## src/rtl/mul_sequencer.sv

```systemverilog
`default_nettype none
// ============================================================================
// Module      : mul_sequencer
// Description : Iterative shift-and-add multiplier sequencer (IDLE/RUN/DONE)
//               with decode stall, flush abort and register-file writeback.
//               Optional early termination: define MUL_EARLY_TERM_EN.
// Revision    : 1.0 - initial release
// ============================================================================
module mul_sequencer #(
  parameter int WORD_LENGTH = 32
) (
  input  logic                   clk,
  input  logic                   rst,
  input  logic                   start,
  input  logic                   flush,
  input  logic [WORD_LENGTH-1:0] operand_a,
  input  logic [WORD_LENGTH-1:0] operand_b,
  input  logic [3:0]             dest_in,
  input  logic                   s_in,
  output logic                   stall_out,
  output logic                   busy,
  output logic                   done,
  output logic [WORD_LENGTH-1:0] result,
  output logic [3:0]             dest_out,
  output logic                   wb_en_out,
  output logic                   n_flag,
  output logic                   z_flag,
  output logic                   status_write_out
);

  localparam int                 CNT_W  = $clog2(WORD_LENGTH + 1);
  localparam logic [CNT_W-1:0]   C_LAST = CNT_W'(WORD_LENGTH);

  typedef enum logic [1:0] {
    ST_IDLE = 2'd0,
    ST_RUN  = 2'd1,
    ST_DONE = 2'd2
  } state_t;

  state_t                 r_state;
  state_t                 w_state_next;

  logic [WORD_LENGTH-1:0] r_acc;
  logic [WORD_LENGTH-1:0] r_mcand;
  logic [WORD_LENGTH-1:0] r_mplier;
  logic [WORD_LENGTH-1:0] r_result;
  logic [CNT_W-1:0]       r_count;
  logic [3:0]             r_dest;
  logic                   r_s;

  logic                   w_load;
  logic                   w_in_run;
  logic                   w_in_done;
  logic                   w_last_iter;
  logic                   w_finish;
  logic                   w_done;
  logic [WORD_LENGTH-1:0] w_acc_step;
  logic [WORD_LENGTH-1:0] w_mplier_step;
  logic [CNT_W-1:0]       w_count_step;

  assign w_in_run      = (r_state == ST_RUN);
  assign w_in_done     = (r_state == ST_DONE);
  assign w_load        = (r_state == ST_IDLE) && start && !flush;
  assign w_acc_step    = r_mplier[0] ? (r_acc + r_mcand) : r_acc;
  assign w_mplier_step = r_mplier >> 1;
  assign w_count_step  = r_count + 1'b1;

`ifdef MUL_EARLY_TERM_EN
  // Once no multiplier bits remain, further iterations cannot change acc.
  assign w_last_iter = (w_count_step == C_LAST) || (w_mplier_step == '0);
`else
  assign w_last_iter = (w_count_step == C_LAST);
`endif

  // Flush beats completion: the product is never committed on an aborted op.
  assign w_finish = w_in_run && !flush && w_last_iter;

  always_comb begin
    w_state_next = r_state;
    case (r_state)
      ST_IDLE: if (start && !flush) w_state_next = ST_RUN;
      ST_RUN: begin
        if (flush)            w_state_next = ST_IDLE;
        else if (w_last_iter) w_state_next = ST_DONE;
      end
      ST_DONE: w_state_next = ST_IDLE;
      default: w_state_next = ST_IDLE;
    endcase
  end

  always_ff @(posedge clk) begin
    if (!rst) begin
      r_state  <= ST_IDLE;
      r_acc    <= '0;
      r_mcand  <= '0;
      r_mplier <= '0;
      r_count  <= '0;
      r_result <= '0;
      r_dest   <= '0;
      r_s      <= 1'b0;
    end else begin
      r_state <= w_state_next;
      if (w_load) begin
        r_acc    <= '0;
        r_mcand  <= operand_a;
        r_mplier <= operand_b;
        r_count  <= '0;
        r_dest   <= dest_in;
        r_s      <= s_in;
      end else if (w_in_run) begin
        r_acc    <= w_acc_step;
        r_mcand  <= r_mcand << 1;
        r_mplier <= w_mplier_step;
        r_count  <= w_count_step;
      end
      if (w_finish) r_result <= w_acc_step;
    end
  end

  // Control outputs are forced low while reset is asserted.
  assign w_done           = rst && w_in_done && !flush;
  assign stall_out        = rst && (w_load || w_in_run);
  assign busy             = rst && (w_in_run || w_in_done);
  assign done             = w_done;
  assign wb_en_out        = w_done;
  assign status_write_out = w_done && r_s;
  assign n_flag           = w_done && r_result[WORD_LENGTH-1];
  assign z_flag           = w_done && (r_result == '0);
  assign result           = r_result;
  assign dest_out         = r_dest;

endmodule
`default_nettype wire

```

## config.mk

```make
export PLATFORM = sky130hd
export DESIGN_NAME = mul_sequencer
export DESIGN_NICKNAME = d
export VERILOG_FILES = /design/src/rtl/mul_sequencer.sv
export SDC_FILE = /design/constraint.sdc
export NUM_CORES = 1
export LEC_CHECK = 0
export CORE_ASPECT_RATIO = 0.8
export CORE_UTILIZATION = 40
export CTS_BUF_LIST = sky130_fd_sc_hd__clkbuf_2 sky130_fd_sc_hd__clkbuf_4 sky130_fd_sc_hd__clkbuf_8
export DETAILED_ROUTE_END_ITERATION = 10
export SYNTH_ARGS = -nofsm -noshare
export SYNTH_HDL_FRONTEND = slang
export SYNTH_SLANG_ARGS = --single-unit
```

## constraint.sdc

```tcl
create_clock -name clk -period 3.26 [get_ports clk]
set_input_delay 0.326 -clock clk [delete_from_list [all_inputs] [get_ports clk]]
set_output_delay 0.326 -clock clk [all_outputs]
set_load 0.05 [all_outputs]
```

==> flow_metrics.env <==
export IMPL_final_nets=1094
export IMPL_synth_top_area_cell="dfxtp_1"
export IMPL_drive_above_1_share=0.0721
export IMPL_path_max_fanout=3
export IMPL_numCtsBuffers=17
export IMPL_p_per_area_nw_per_um2=431
export IMPL_syn_nets=999
export IMPL_grt_pass1_wl_um=32100
export IMPL_yosysTopAreaCellShare=0.376
export IMPL_core_area_um2=18300
export IMPL_via_count=6615
export IMPL_grt_antenna_before_repair=0
export IMPL_min_period_ns=3.00
export IMPL_status="completed"
export IMPL_synthesis_area_um2=7510
export IMPL_crit_required_ns=3.60
export IMPL_worstMarginPinSlew_ns=0.735
export IMPL_htreeDepth=4
export IMPL_drtIter0Drc=384
export IMPL_crit_type="flop to flop"
export IMPL_ant_nets=0
export IMPL_fin_tns_setup_ns=0
export IMPL_routed_wl_um=19900
export IMPL_root_buffer="clkbuf_8"
export IMPL_syn_avg_cell_area_um2=8.44
export IMPL_cts_tree="done"
export IMPL_ys_ff_latch=141
export IMPL_yosysSeqAreaShare=0.376
export IMPL_overflow=0
export IMPL_placed_cells=1219
export IMPL_clk_latency_ns=0.46
export IMPL_grt_max_degree=78
export IMPL_hold_path_class="primary input to flop"
export IMPL_path_clk_slew_ns=0.08
export IMPL_die_x_um=155
export IMPL_hold_viol=0
export IMPL_area_growth_pct=25.3
export IMPL_finalClockSkew_ns=0.0123
export IMPL_avgViaCountPerCell=5.29
export IMPL_grt_pass1_vias=6229
export IMPL_die_h_um=125
export IMPL_clock_sinks=141
export IMPL_crit_path_start_kind="flop"
export IMPL_crit_path_frequent_cell="o21ai_1"
export IMPL_clk_path_buf_depth=2
export IMPL_gp_congestion=0.880
export IMPL_synth_most_common_cell="dfxtp_1"
export IMPL_fmax_ghz=0.333
export IMPL_max_vdd_ir_drop_mv=0.247
export IMPL_port_buffers=115
export IMPL_leakage_nw=3.40
export IMPL_rsz0062_at_grt="no"
export IMPL_ios=116
export IMPL_synth_edf_count=0
export IMPL_cts_setup_buffers=0
export IMPL_path_cells="ha_1, fa_1, a211oi_2, o21ai_1, a2111oi_2, buf_4, o31ai_1, a21o_1, a21oi_2, xor2_1, o21ai_1, nor2b_1"
export IMPL_drt_pass1_iterations=5
export IMPL_slew_violations=0
export IMPL_crit_arrival_ns=3.34
export IMPL_synthArstFlopShare=0
export IMPL_crit_slowest_cell="fa_1"
export IMPL_route_detailed_drc=0
export IMPL_rows=44
export IMPL_netlist_instances=890
export IMPL_yosys_top_cells_count="dfxtp_1, nor2_1, a21oi_1, a211oi_1, nand2_1"
export IMPL_timing_slew_headroom=0.510
export IMPL_synthTopCellsByArea="dfxtp_1, mux2i_1, a211oi_1, a21oi_1, nor2_1"
export IMPL_die_area_um2=19300
export IMPL_finalCritPeriodShare=0.922
export IMPL_start_util=0.411
export IMPL_dpl_hpwl_um=14000
export IMPL_critPathCaptureType="flop"
export IMPL_yosys_warnings=0
export IMPL_grt_usage=0.211
export IMPL_synth_cell_types=56
export IMPL_cp_slowest_stage_delay_ns=0.45
export IMPL_finalNonFillerCells=1251
export IMPL_wl_per_cell_um=15.9
export IMPL_setup_viol=0
export IMPL_maxCapViolations=0
export IMPL_diodes=0
export IMPL_ys_flop_type="dfxtp_1"
critical path, delay by kind of cell (launching register included):
kind            cells  cell delay, ns
buf+inv             1            0.17
xor+xnor            1            0.21
compound gates      7            1.36
fa+ha+maj           2            0.70
flops               1            0.33
simple gates        1            0.13
placed cells by master (no fill, tap or decap), drive strengths merged, types with 14 or more instances in the layout:
| master | instances |
|---|---|
| clkdlybuf4s50 | 109 |
| a211oi | 92 |
| dfxtp | 141 |
| clkbuf | 19 |
| inv | 15 |
| xnor2 | 19 |
| nand3 | 14 |
| buf | 25 |
| ha | 35 |
| nor2 | 118 |
| a21oi | 91 |
| mux2i | 79 |
| o21ai | 44 |
| nand2 | 83 |
what timing repair did:
action / CTS / global route
hold buffers: 0 / 0
endpoints found under the setup margin: 0 / 4
resized for setup: 0 / 2
power by group:
group / internal, mW / switching, mW
Sequential: 1.80 / 0.0593
Combinational: 0.278 / 0.335
Clock: 0.866 / 0.717
sequential cells by signal (all words and copies together), names as in the netlist:
register  count
r_acc        32
r_mplier     32
r_count       6
dest_out      4
r_s           1
r_state       2
result       32
r_mcand      32
metrics by stage:
stage | hold slack [ns] | setup WS [ns] | cell area, um2 | utilization | power, mW
floorplan | 0.432 | 0.363 | 7510 | - | 2.30
global placement | 0.441 | 0.239 | 8970 | 0.491 | 2.51
detailed placement | 0.442 | 0.218 | 8970 | 0.491 | 2.51
CTS | 0.387 | 0.174 | 9410 | 0.515 | 4.09
global route | 0.392 | 0.0134 | 9420 | 0.515 | 4.24
finish | 0.411 | 0.255 | 9420 | 0.515 | 4.06
path summary, 6_finish.rpt:
path                            cells after the start     start   endpoint  slack, ns
worst max register to register                     12  r_acc[0]  r_acc[20]       0.26
worst min register to register                      2       r_s        r_s       0.45
worst min-delay path                                3      s_in        r_s       0.41
worst max-delay path                               12  r_acc[0]  r_acc[20]       0.26
metal layers:
metal  up-vias  share of wire  GRT usage
li1       3419              -          -
met1      3046           0.51      0.300
met2       133           0.43      0.313
met3        17          0.047     0.0508
met4         0          0.011     0.0623
met5         -              0          0
logic make-up after synthesis:
family / share of synthesized area
compound gates: 0.235
xor+xnor: 0.0338
fa+ha+maj: 0.0609
buf+inv: 0.0366
flops: 0.376
mux: 0.105
simple gates: 0.153
cell type report:
type                            instances  area [um2]
Clock buffer                           19         255
Inverter                               14        52.6
Multi-Input combinational cell        677        4440
Sequential cell                       141        2820
Timing Repair Buffer                  134        1340
Clock inverter                         13         188
Tap cell                              253         317
Fill cell                            1811        8860
(Power assumes the default switching activity.)
